<file path="src/rtl/apb_timer_bank.sv">
// apb_timer_bank: N independent prescaled compare timers behind one zero-wait-state APB slave
module apb_timer_bank #(
    parameter int N_TIMERS = 4,
    parameter int CNT_W    = 32,
    parameter int PRESC_W  = 16
) (
    input  logic                clk_i,
    input  logic                rst_i,
    input  logic [11:0]         paddr_i,
    input  logic [31:0]         pwdata_i,
    input  logic                pwrite_i,
    input  logic                psel_i,
    input  logic                penable_i,
    output logic [31:0]         prdata_o,
    output logic                pready_o,
    output logic                pslverr_o,
    output logic [N_TIMERS-1:0] irq_o
);

    logic [2:0]          ctrl_q  [N_TIMERS];
    logic [2:0]          ctrl_d  [N_TIMERS];
    logic [PRESC_W-1:0]  presc_q [N_TIMERS];
    logic [PRESC_W-1:0]  presc_d [N_TIMERS];
    logic [PRESC_W-1:0]  pre_q   [N_TIMERS];
    logic [PRESC_W-1:0]  pre_d   [N_TIMERS];
    logic [CNT_W-1:0]    cmp_q   [N_TIMERS];
    logic [CNT_W-1:0]    cmp_d   [N_TIMERS];
    logic [CNT_W-1:0]    cnt_q   [N_TIMERS];
    logic [CNT_W-1:0]    cnt_d   [N_TIMERS];
    logic [N_TIMERS-1:0] pend_q, pend_d;
    logic [N_TIMERS-1:0] ctrl_we, presc_we, cmp_we, cnt_we, tick, fire;
    logic                access, wr, ch_hit, pend_hit;
    logic [3:0]          ch_sel;
    logic [1:0]          off;
    logic                unused_bits;

    assign unused_bits = ^{paddr_i[1:0], pwdata_i};

    // APB address decode and handshake; every access completes in one cycle
    always_comb begin
        access    = psel_i & penable_i;
        wr        = access & pwrite_i;
        ch_sel    = paddr_i[7:4];
        off       = paddr_i[3:2];
        ch_hit    = (paddr_i[11:8] == 4'h0) && (int'(ch_sel) < N_TIMERS);
        pend_hit  = paddr_i[11:2] == 10'h040;
        pready_o  = access;
        pslverr_o = access & ~(ch_hit | pend_hit);
    end

    // Per-channel prescaler/counter next state; software writes override hardware updates
    always_comb begin
        ctrl_we  = '0;
        presc_we = '0;
        cmp_we   = '0;
        cnt_we   = '0;
        tick     = '0;
        fire     = '0;
        irq_o    = '0;
        ctrl_d   = ctrl_q;
        presc_d  = presc_q;
        pre_d    = pre_q;
        cmp_d    = cmp_q;
        cnt_d    = cnt_q;
        for (int i = 0; i < N_TIMERS; i++) begin
            ctrl_we[i]  = wr && ch_hit && ch_sel == 4'(i) && off == 2'd0;
            presc_we[i] = wr && ch_hit && ch_sel == 4'(i) && off == 2'd1;
            cmp_we[i]   = wr && ch_hit && ch_sel == 4'(i) && off == 2'd2;
            cnt_we[i]   = wr && ch_hit && ch_sel == 4'(i) && off == 2'd3;
            tick[i]     = ctrl_q[i][0] && pre_q[i] == presc_q[i];
            fire[i]     = tick[i] && !cnt_we[i] && cnt_q[i] == cmp_q[i];
            pre_d[i]    = (ctrl_we[i] && pwdata_i[0] && !ctrl_q[i][0]) || tick[i] ? '0 : pre_q[i] + PRESC_W'(ctrl_q[i][0]);
            cnt_d[i]    = cnt_we[i] ? pwdata_i[CNT_W-1:0] : fire[i] ? '0 : cnt_q[i] + CNT_W'(tick[i]);
            ctrl_d[i]   = ctrl_we[i] ? pwdata_i[2:0] : fire[i] && ctrl_q[i][1] ? {ctrl_q[i][2:1], 1'b0} : ctrl_q[i];
            presc_d[i]  = presc_we[i] ? pwdata_i[PRESC_W-1:0] : presc_q[i];
            cmp_d[i]    = cmp_we[i] ? pwdata_i[CNT_W-1:0] : cmp_q[i];
            irq_o[i]    = pend_q[i] & ctrl_q[i][2];
        end
        pend_d = (pend_q & ~(wr && pend_hit ? pwdata_i[N_TIMERS-1:0] : '0)) | fire;
    end

    // Read mux, driven only during a valid access phase
    always_comb begin
        prdata_o = '0;
        if (access && pend_hit)
            prdata_o = 32'(pend_q);
        for (int i = 0; i < N_TIMERS; i++)
            if (access && ch_hit && ch_sel == 4'(i))
                prdata_o = off == 2'd0 ? 32'(ctrl_q[i]) : off == 2'd1 ? 32'(presc_q[i]) : off == 2'd2 ? 32'(cmp_q[i]) : 32'(cnt_q[i]);
    end

    // State registers with synchronous clear
    always_ff @(posedge clk_i) begin
        if (rst_i) begin
            for (int i = 0; i < N_TIMERS; i++) begin
                ctrl_q[i]  <= '0;
                presc_q[i] <= '0;
                pre_q[i]   <= '0;
                cmp_q[i]   <= '0;
                cnt_q[i]   <= '0;
            end
            pend_q <= '0;
        end else begin
            ctrl_q  <= ctrl_d;
            presc_q <= presc_d;
            pre_q   <= pre_d;
            cmp_q   <= cmp_d;
            cnt_q   <= cnt_d;
            pend_q  <= pend_d;
        end
    end

endmodule

</file>
<file path="config.mk">
export PLATFORM = sky130hd
export DESIGN_NAME = apb_timer_bank
export DESIGN_NICKNAME = d
export VERILOG_FILES = /design/src/rtl/apb_timer_bank.sv
export SDC_FILE = /design/constraint.sdc
export NUM_CORES = 1
export LEC_CHECK = 0
export CORE_ASPECT_RATIO = 0.6
export CORE_MARGIN = 2
export CORE_UTILIZATION = 40
export CTS_CLUSTER_DIAMETER = 200
export DETAILED_ROUTE_END_ITERATION = 7
export PLACE_DENSITY_LB_ADDON = 0.05
export SYNTH_ARGS = -nofsm -noshare
export SYNTH_HDL_FRONTEND = slang
export SYNTH_SLANG_ARGS = --single-unit
</file>
<file path="constraint.sdc">
create_clock -name clk_i -period 7.3 [get_ports clk_i]
set_input_delay 1.46 -clock clk_i [delete_from_list [all_inputs] [get_ports clk_i]]
set_output_delay 1.46 -clock clk_i [all_outputs]
set_load 0.01 [all_outputs]
</file>
# [Word level (Yosys, flattened, before mapping)]
# Index checks and enable logic that the tools add are counted.
[op_classes] bitwise=12 reduce_logical=76 eq_ne=15 mux=34 n_addsub=8 n_lt_le_gt_ge=1
[op_table] op="2-to-1 mux 32 bit" count=24
[op_table] op="adder 32 x 1 -> 32 bit" count=4
[op_table] op="== test 32 bit" count=4
[op_table] op="adder 16 x 1 -> 16 bit" count=4
[op_table] op="== test 16 bit" count=4
[op_table] op="logical AND 1 bit" count=53
[op_table] op="2-to-1 mux 3 bit" count=4
[op_table] op="== test 10 x 7 -> 1 bit, second input constant" count=1
[op_table] op="== test 4 x 2 -> 1 bit, second input constant" count=2
[op_table] op="zero test 1 bit" count=8
[op_table] op="zero test 4 bit" count=2
[op_table] op="2-to-1 mux 4 bit" count=2
[op_table] op="nonzero test 2 bit" count=4
[op_table] op="OR reduction 2 bit" count=4
[op_table] op="AND 1 bit" count=7
[op_table] op="AND 4 bit" count=1
[op_table] op="== test 2 bit, second input constant" count=2
[op_table] op="== test 4 x 1 -> 1 bit, second input constant" count=1
[op_table] op="logical OR 1 bit" count=4
[op_table] op="< comparator 4 x 3 -> 1 bit, second input constant" count=1
[op_table] op="2-to-1 mux 1 bit" count=4
[op_table] op="NOT 4 bit" count=1
[op_table] op="bitwise OR 4 bit" count=1
[op_table] op="== test 2 x 1 -> 1 bit, second input constant" count=1
[op_table] op="other kinds (3)" count=3
[totals] output_inout_bits=38 word_cells=171 in_bits=49 ff_bits=400

# [Logic depth before layout (Yosys ltp)]
# Gate-level depths: netlist (run 1).
[logic_depth] depth_word=11 mapped_depth=14 ltp_nobuf=11

# [Least setup slack after synthesis (run 1)]
# Ideal clock, no wire load.
[synth_path] path_kind="input port to output port" startpoint="input port paddr_i[9]" endpoint="output port prdata_o[0]" path_slack_ns=2.658 n_path_buf=2 arrival_time_ns=3.182 stages=7 cell_sequence="or3_1 clkbuf_1 nor4b_2 clkbuf_1 a22o_1 a221oi_1 a21oi_1"
[synth_between] elab_chain_cells=8 elab_cells_between_ends=14
[synth_rtl] item="start, declared" line_no="9" text="input logic [11:0] paddr_i,"
[synth_rtl] item="parallel branches: the longest is 7 deep, another holds 2-to-1 mux 32 bit"
[synth_rtl] item="2-to-1 mux 32 bit *" line_no="88" text="if (access && ch_hit && ch_sel == 4'(i))"
[synth_rtl] item="end, declared" line_no="14" text="output logic [31:0] prdata_o,"
# Mark *: on every way between the ends.

# [Worst setup path after layout (run 1)]
[layout_path] startpoint="input port paddr_i[6]" endpoint="output port prdata_o[21]"
[layout_between] elab_chain_cells=8 elab_cells_between_ends=15
[layout_rtl] item="< comparator 4 x 3 -> 1 bit" line_no="45" text="ch_hit = (paddr_i[11:8] == 4'h0) && (int'(ch_sel) < N_TIMERS);"
[layout_rtl] item="logical AND 1 bit" line_no="45"
[layout_rtl] item="logical AND 1 bit (2 in a row)" line_no="88"
[layout_rtl] item="2-to-1 mux 32 bit (3 in a row)" line_no="88"
[layout_rtl] item="2-to-1 mux 32 bit *" line_no="88"
# Every way passes the cells marked *; elsewhere a longest branch is shown, timed or not.

==> impl_metrics.yaml, run 1 <==
setup_path:
  endpoint_kind: "output port"
  r2r_start: "pre_q[38]$_SDFF_PP0_"
  crit_type: "input port to output port"
  worstSetupStartpointType: "input port"
  cp_data_arrival_time_ns: 4.90
  cp-startpoint: "paddr_i[6]"
  path_max_fanout: 12
  critPathRequiredTime_ns: 5.84
power_and_ir_drop:
  ir_drop_mv: 0.134
  p_per_area_nw_per_um2: 188
  power_uw: 4710
  leakage_uw: 0.00826
yosys:
  synth_ff_type: "dfxtp_1"
  seq_area_frac_synth: 0.357
  synth_edf_count: 0
  synth-seq-cells: 400
  synth_fp_nets: 2887
  yosys.cell_types.count: 56
  post-synth-top-area-cell: "dfxtp_1"
  yosys_warnings: 0
  syn_area_um2: 22400
  yosys-top-cells-area: "dfxtp_1 36%, xnor2_1 10%, nand2_1 9.4%, a21oi_1 6.6%, mux2i_1 4.5%"
  synth.avg_cell_area_um2: 7.95
  synthCells: 2822
  async_flop_share: 0
  yosysTopAreaCellShare: 0.357
routing:
  drt.antenna.violating_nets: 0
  vias: 21000
  drc_errors: 0
  drt_first_pass_iters: 5
  routed_wl_um: 89400
  wire_per_inst_um: 25.1
  drt_iter0_markers: 2591
  viasPerCell: 5.89
floorplanning:
  core_um2: 55700
  num_rows: 67
  initial_utilization: 0.403
  io_pins: 87
  dieArea_um2: 58100
  die_w_um: 310
  die_h_um: 187
layout:
  final_layout_size_suffix_gt1_frac: 0.0611
  final_common_cell: "nand2_1"
  area_growth_syn_to_layout_pct: 11.6
  antenna_cells: 0
  final_util: 0.450
  layout_common_cells: "563 x nand2_1, 400 x dfxtp_1, 294 x a21oi_1"
  fin_nets: 2835
global_route:
  overflow: 0
  grt_pass1_wl_um: 131000
  first_global_vias: 18900
  antenna_found_initial: 0
  grt_util_all_layers: 0.303
  grt_max_degree: 106
placement:
  place.gp.congestion: 0.899
  dp_slack_ns: 1.04
  dp_hpwl_um: 62900
  portBuffers: 84
timing:
  worst_slack_ns: 0.940
  fin_skew_ns: 0.0165
  hold_ws_ns: 0.473
  setup_tns_ns: 0
  clock.fmax_mhz: 157
  finalCritPeriodShare: 0.871
  min_period_ns: 6.36
  relSlewSlack: 0.102
  worst_pin_slew_ns: 1.34
  slew_violations: 0
  hold_viol: 0
  final-setup-viol-count: 0
  rsz0062_at_grt: "no"
flow_run:
  cap_violations: 0
clock_network:
  cts_tree: "yes"
  cts_sinks: 400
  ctsRootBufferMaster: "clkbuf_16"
  postCtsHoldBufs: 0
  cts_max_path_buffers: 3
  htreeDepth: 2
  cts_resized: 0
  post_cts_buffers: 0
  clk_latency_ns: 0.57
  cts_made_buffers: 44
  clkTransAtPathRegs_ns: 0.06
hold_path:
  hold_class: "flip-flop to flip-flop"
  hold_start: "ctrl_q[4]$_SDFFE_PP0N_"
outcome:
  status: "completed"
==> report_power, final <==
group	total [µW]	internal (µW)	switching (µW)
sequential	2180	2180	0.0837
combinational	257	68.7	188
clock	2270	1310	968
total	4710	3560	1160
==> final timing paths <==
kind / end / slack (ns) / cells past startpoint
setup reg to reg: cnt_q[95]$_SDFF_PP0_ / 3.66 / 11
hold reg to reg: ctrl_q[3]$_SDFFE_PP0P_ / 0.47 / 1
hold / removal: ctrl_q[3]$_SDFFE_PP0P_ / 0.47 / 1
setup / recovery: prdata_o[21] / 0.94 / 8
==> sequential cells by signal, indices dropped and copies added, names as in the netlist <==
signal,flops
cnt_q,128
cmp_q,128
presc_q,64
ctrl_q,12
pre_q,64
pend_q,4
==> through the flow <==
step | instances | instance area (µm²)
finish | 3559 | 25000
global route | 3559 | 25000
CTS | 3559 | 25000
detailed placement | 3483 | 23600
global placement | 3483 | 23600
floorplan | 2822 | 22400
==> metal layers <==
metal  up-vias  wire length, µm  global-route usage
met5         -                0                   0
met2       935            34400               0.395
li1       9652                -                   -
met4         0             2150              0.0779
met1     10200            44900               0.497
met3       117             7960              0.0465
==> cell type report <==
type / count / area [µm²]
Fill cell: 5673 / 30600
Timing Repair Buffer: 129 / 1190
Tap cell: 759 / 950
Clock buffer: 64 / 1310
Multi-Input combinational cell: 2176 / 13400
Clock inverter: 12 / 110
Sequential cell: 400 / 8010
Inverter: 19 / 71.3
==> cell usage after synthesis, types with 4 or more instances <==
cell type,n
nand2_1,563
dfxtp_1,400
a21oi_1,294
xnor2_1,261
nor2_1,163
nand3_1,162
clkbuf_1,149
xor2_1,109
mux2i_1,102
nand4_1,101
o22ai_1,64
buf_2,58
nor3_1,31
nor4_1,29
and3_1,27
a211oi_1,26
mux4_2,24
nand2b_1,24
o221ai_1,24
nor2b_1,23
inv_1,19
and2_1,17
a221oi_1,16
ha_1,16
a22oi_1,15
a311o_1,12
and4_1,10
or3_1,9
buf_1,8
buf_4,7
o21ai_0,6
nor2_2,5
o21a_1,5
a2bb2oi_1,4
mux2_2,4
nor2_4,4
==> cells by family after synthesis <==
family,share of synthesized area
flip-flops,0.357
AND/OR/NAND/NOR,0.246
buffers and inverters,0.0473
XOR/XNOR,0.144
AO/OA/AOI/OAI,0.124
adder cells (fa/ha/maj),0.00892
multiplexers,0.0716
==> worst max-delay path, stage by stage <==
cell and delay [ns]:
clkdlybuf4s50_1 0.51, or3_1 0.53, nor3_4 0.19, buf_4 0.19, and3_1 0.37, nand2_1 0.45
o221ai_1 0.55, clkdlybuf4s50_1 0.63
No activity file was read; power rests on OpenSTA's default activity.
==> inputs of run 2 (changes only) <==
--- a/config.mk
+++ b/config.mk
@@ -8,9 +8,11 @@
 export CORE_ASPECT_RATIO = 0.6
 export CORE_MARGIN = 2
 export CORE_UTILIZATION = 40
-export CTS_CLUSTER_DIAMETER = 200
+export CTS_CLUSTER_DIAMETER = 50
 export DETAILED_ROUTE_END_ITERATION = 7
 export PLACE_DENSITY_LB_ADDON = 0.05
+export REMOVE_ABC_BUFFERS = 1
+export SKIP_CTS_REPAIR_TIMING = 1
 export SYNTH_ARGS = -nofsm -noshare
 export SYNTH_HDL_FRONTEND = slang
 export SYNTH_SLANG_ARGS = --single-unit
==> run 2 against run 1 <==
  * Combinational power hardly changed
  * Largest power group unchanged
  * Critical endpoint is now prdata_o[17]
  * Power is 0.39% lower
  * Global-route usage is 0.31 points higher
  * Clock skew is 0.010 ns higher
  * Clock power hardly changed
  * Flip-flop and latch count stayed put
==> impl_metrics.yaml, run 2 (same netlist as run 1, synthesis figures left out) <==
global_route:
  grt_max_degree: 116
  overflow: 0
  antenna_found_initial: 6
  grt_util_all_layers: 0.306
  grt_pass1_wl_um: 131000
  met2_usage: 0.404
  busiest_layer: "met1"
  grtUsageMet3: 0.0847
  use_met1: 0.469
  first_global_vias: 18900
layout:
  multi_input_area_um2: 13400
  final_common_cell: "nand2_1"
  fill_cells: 5632
  top_regs: "cmp_q x128, cnt_q x128"
  area_growth_syn_to_layout_pct: 11.5
  fin_nets: 2830
  layout_common_cells: "563 x nand2_1, 400 x dfxtp_1, 294 x a21oi_1"
  final_layout_size_suffix_gt1_frac: 0.0597
  stdcell_count: 3557
  seq_area_um2: 8010
  final_area_um2: 25000
timing:
  fin_skew_ns: 0.0266
  final-setup-viol-count: 0
  relSlewSlack: 0.0827
  min_period_ns: 6.53
  rsz0062_at_grt: "no"
  clock.fmax_mhz: 153
  setup_tns_ns: 0
  hold_viol: 0
  finalCritPeriodShare: 0.895
  worst_pin_slew_ns: 1.36
  slew_violations: 0
hold_path:
  hold_class: "flip-flop to flip-flop"
  hold_path_end: "ctrl_q[0]$_SDFFE_PP0P_"
  hold_start: "ctrl_q[1]$_SDFFE_PP0N_"
  hold_depth: 1
floorplanning:
  die_w_um: 310
  core_um2: 55700
  initial_utilization: 0.403
  die_h_um: 187
  dieArea_um2: 58100
  num_rows: 67
  io_pins: 87
setup_path:
  rrSetupSlack_ns: 3.07
  r2r_start: "pre_q[38]$_SDFF_PP0_"
  critPathBufInv: 3
  cp_data_arrival_time_ns: 5.07
  worstPathCellList: "clkdlybuf4s50_1, or4b_2, nor4_4, buf_12, a22oi_1, a21oi_1, nand2_1, o221ai_1, clkdlybuf4s50_1"
  r2r-end: "cnt_q[95]$_SDFF_PP0_"
  path_max_fanout: 26
  max_stage_delay_ns: 0.88
  worst-r2r-cell-count: 11
  cp_common_cell: "clkdlybuf4s50_1"
  crit_type: "input port to output port"
  cp_top_family: "buffers and inverters"
  worstSetupStartpointType: "input port"
  endpoint_kind: "output port"
  cpMaxStageDelayCell: "clkdlybuf4s50_1"
  critPathRequiredTime_ns: 5.84
routing:
  drt_iter0_markers: 2408
  vias: 20900
  drc_errors: 0
  viasPerCell: 5.89
  drt_first_pass_iters: 6
  routed_wl_um: 90200
  wire_per_inst_um: 25.4
  drt.antenna.violating_nets: 0
power_and_ir_drop:
  switching_share: 0.255
  p_clk_frac: 0.481
  p_comb_frac: 0.055
  p_int_uw: 3500
  p_seq_frac: 0.465
  p_per_area_nw_per_um2: 188
  p_sw_uw: 1200
  ir_drop_mv: 0.141
  leakage_uw: 0.00824
clock_network:
  cts_max_path_buffers: 3
  cts_sinks: 400
  clkTransAtPathRegs_ns: 0.07
  htreeDepth: 2
  cts_made_buffers: 44
  clk_latency_ns: 0.59
  cts_tree: "yes"
  ctsRootBufferMaster: "clkbuf_16"
placement:
  dp_hpwl_um: 63200
  dpl.cell_count: 3478
  place.gp.congestion: 0.923
  placed_cell_area_um2: 23600
  portBuffers: 84
flow_run:
  cap_violations: 0
outcome:
  status: "completed"
-- run 2: power by group through the flow --
stage	Sequential, µW	Clock [µW]	Combinational, µW
floorplan	2230	0	64.9
global placement	2230	0	251
detailed placement	2230	0	252
CTS	2180	2280	252
global route	2180	2380	264
finish	2180	2260	257
-- run 2: how the worst max path moves through the flow --
stage	startpoint	endpoint	slack [ns]	depth (start not counted)
global route	paddr_i[4]	prdata_o[17]	0.66	9
global placement	paddr_i[4]	prdata_o[17]	0.85	9
detailed placement	paddr_i[4]	prdata_o[17]	0.85	9
CTS	paddr_i[4]	prdata_o[17]	0.83	9
floorplan	paddr_i[6]	prdata_o[15]	0.82	5
finish	paddr_i[4]	prdata_o[17]	0.77	9
-- run 2: cell type report --
cell class | instances | share of cell area
Antenna cell | 2 | 0.000200
Sequential cell | 400 | 0.320
Timing Repair Buffer | 124 | 0.0477
Inverter | 19 | 0.00285
Clock buffer | 58 | 0.0485
Multi-Input combinational cell | 2176 | 0.536
Clock inverter | 19 | 0.00695
Tap cell | 759 | 0.0379
-- run 2: routing by layer --
metal | part of all wire | vias to the layer above
li1 | - | 9658
met1 | 0.47 | 10200
met2 | 0.39 | 956
met4 | 0.032 | 4
met5 | 0.00025 | -
met3 | 0.11 | 148
-- run 2: through the flow --
| stage | power, µW | utilization | setup WS [ns] | hold slack, ns |
|---|---|---|---|---|
| after floorplan | 2300 | - | 0.816 | 0.419 |
| after global placement | 2480 | 0.425 | 0.851 | 0.452 |
| after detailed placement | 2480 | 0.425 | 0.855 | 0.456 |
| after CTS | 4720 | 0.450 | 0.827 | 0.464 |
| after global routing | 4820 | 0.450 | 0.661 | 0.495 |
| final | 4690 | 0.450 | 0.769 | 0.469 |
==> edit: new RTL, config.mk and constraints of run 2 <==
Put a register stage on the output `irq_o`, with the module's reset. The value now appears one clock later. The other outputs are not delayed to match.
--- a/src/rtl/apb_timer_bank.sv
+++ b/src/rtl/apb_timer_bank.sv
@@ -17,4 +17,6 @@
     output logic [N_TIMERS-1:0] irq_o
 );
+
+    logic [N_TIMERS-1:0] irq_d;
 
     logic [2:0]          ctrl_q  [N_TIMERS];
@@ -57,5 +59,5 @@
         tick     = '0;
         fire     = '0;
-        irq_o    = '0;
+        irq_d    = '0;
         ctrl_d   = ctrl_q;
         presc_d  = presc_q;
@@ -75,5 +77,5 @@
             presc_d[i]  = presc_we[i] ? pwdata_i[PRESC_W-1:0] : presc_q[i];
             cmp_d[i]    = cmp_we[i] ? pwdata_i[CNT_W-1:0] : cmp_q[i];
-            irq_o[i]    = pend_q[i] & ctrl_q[i][2];
+            irq_d[i]    = pend_q[i] & ctrl_q[i][2];
         end
         pend_d = (pend_q & ~(wr && pend_hit ? pwdata_i[N_TIMERS-1:0] : '0)) | fire;
@@ -111,4 +113,12 @@
     end
 
+    always_ff @(posedge clk_i) begin
+        if (rst_i) begin
+            irq_o <= '0;
+        end else begin
+            irq_o <= irq_d;
+        end
+    end
+
 endmodule
 
Function: changed (Yosys sat finds a counterexample within 4 cycles, from zero or initial values and one cycle with rst_i high).
==> edit against run 2 <==
Wire length about the same; non-clock buffer count up 11; combinational power grew 2%; worst setup slack improved by 0.20 ns; total power grew 3.3%; final area grew 0.80%; sequential cell count increased by 4; cell count is 1.5% higher; area after synthesis increased by 0.43%; utilization increased by 0.29 points; largest cell class unchanged; largest power group unchanged.
==> edit: results (changes against run 2) <==
stage,metric,value,unit,change
clocking,numCtsBuffers,45,,was 44
logic_synthesis,synth-seq-area-share,0.359,,was 0.357
grt,grt_max_degree,109,,was 116
detailed_routing,via_count,21300,,was 20900
cells_and_area,drive_gt1_frac,0.0625,,was 0.0597
detailed_routing,highest_layer,met4,,was met5
cells_and_area,seq_cell_count,404,,was 400
cells_and_area,fin_nets,2887,,was 2830
placed_design,port_buffers,84,,unchanged
detailed_routing,m1WireLength,44500,um,was 42300 um
cells_and_area,buffer_area_frac,0.0491,,was 0.0477
detailed_routing,wl_met3,8680,um,was 9660 um
grt,gr-usage-met1,0.501,,was 0.469
logic_synthesis,synth.top_cells.by_area,"dfxtp_1 36%, nand2_1 10%, xnor2_1 8.5%, a21oi_1 7.3%, xor2_1 5.9%",,"was dfxtp_1 36%, xnor2_1 10%, nand2_1 9.4%, a21oi_1 6.6%, mux2i_1 4.5%"
power_and_ir_drop,p_leak,8.75,nW,was 8.24 nW
timing,max_slew_margin,0.156,,was 0.0827
grt,antenna_found_initial,0,,was 6
placed_design,gp_congestion,0.940,,was 0.923
worst_setup_path,cpPeakStageDelay,1.03,ns,was 0.88 ns
cells_and_area,clock_area_frac,0.0587,,was 0.0554
grt,use_met3,0.0503,,was 0.0847
placed_design,hpwlAfterDp,65000,um,was 63200 um
logic_synthesis,ys_top_cells_by_count,"626 x nand2_1, 404 x dfxtp_1, 329 x a21oi_1",,"was 563 x nand2_1, 400 x dfxtp_1, 294 x a21oi_1"
grt,grt_pass1_wl,133000,um,was 131000 um
status,status,finished clean,,unchanged
cells_and_area,n_all_inverters,18,,was 19
cells_and_area,seq_share,0.321,,was 0.320
grt,met2_usage,0.404,,about the same
timing,fin_skew,0.0184,ns,was 0.0266 ns
detailed_routing,drt_iter0_drc,2967,,was 2408
detailed_routing,drt_wl_total,90300,um,was 90200 um
cells_and_area,multi_input_cells,2218,,was 2176
detailed_routing,dr_wl_met2,35200,um,was 35400 um
worst_hold_path,hold_depth,2,,was 1
placed_design,placed_cell_area,23700,um2,was 23600 um2
cells_and_area,multi_input_area_share,0.531,,was 0.536
cells_and_area,nFillCells,5547,,was 5632
cells_and_area,nNonClkBuffers,135,,was 124
-- edit: cell types whose count changed in the layout (fill, tap and decap cells not counted), sizes merged, moves of 14 or more --
cell,change
xor2,+43
mux2i,-35
nor2,-28
a21oi,+36
nand2,+60
a21o,+15
xnor2,-41
nand4,-14
-- edit: cell families after synthesis --
group / after synthesis / synth area share
AO/OA/AOI/OAI: 514 / 0.134
XOR/XNOR: 372 / 0.145
adder cells (fa/ha/maj): 16 / 0.00888
buffers and inverters: 245 / 0.0479
flip-flops: 404 / 0.359
multiplexers: 94 / 0.0554
AND/OR/NAND/NOR: 1222 / 0.251
-- edit: through the flow --
| stage | worst slack (ns) | util | hold WS (ns) | std cells | power (W) |
|---|---|---|---|---|---|
| 2_1_floorplan | 2.25 | - | 0.419 | 2640 | 0.00232 |
| 5_1_grt | 0.891 | 0.453 | 0.478 | 3608 | 0.00499 |
| 3_3_place_gp | 1.05 | 0.426 | 0.440 | 3534 | 0.00251 |
| 3_5_place_dp | 1.06 | 0.426 | 0.444 | 3534 | 0.00251 |
| 6_report | 0.973 | 0.453 | 0.457 | 3609 | 0.00485 |
| 4_1_cts | 1.06 | 0.453 | 0.456 | 3608 | 0.00487 |
-- edit: worst paths after layout --
path / slack, ns / start / to
max: 0.97 / paddr_i[4] / prdata_o[17]
min reg2reg: 0.46 / ctrl_q[11] / irq_o[0]
max reg2reg: 3.53 / presc_q[2] / cnt_q[23]
min: 0.46 / ctrl_q[11] / irq_o[0]
-- edit: power by group through the flow --
stage                     sequential, W  combinational (W)  clock, W
final                           0.00220           0.000262   0.00238
after detailed placement        0.00225           0.000257         0
after floorplan                 0.00225          0.0000642         0
after CTS                       0.00220           0.000258   0.00241
after global routing            0.00220           0.000270   0.00252
after global placement          0.00225           0.000257         0
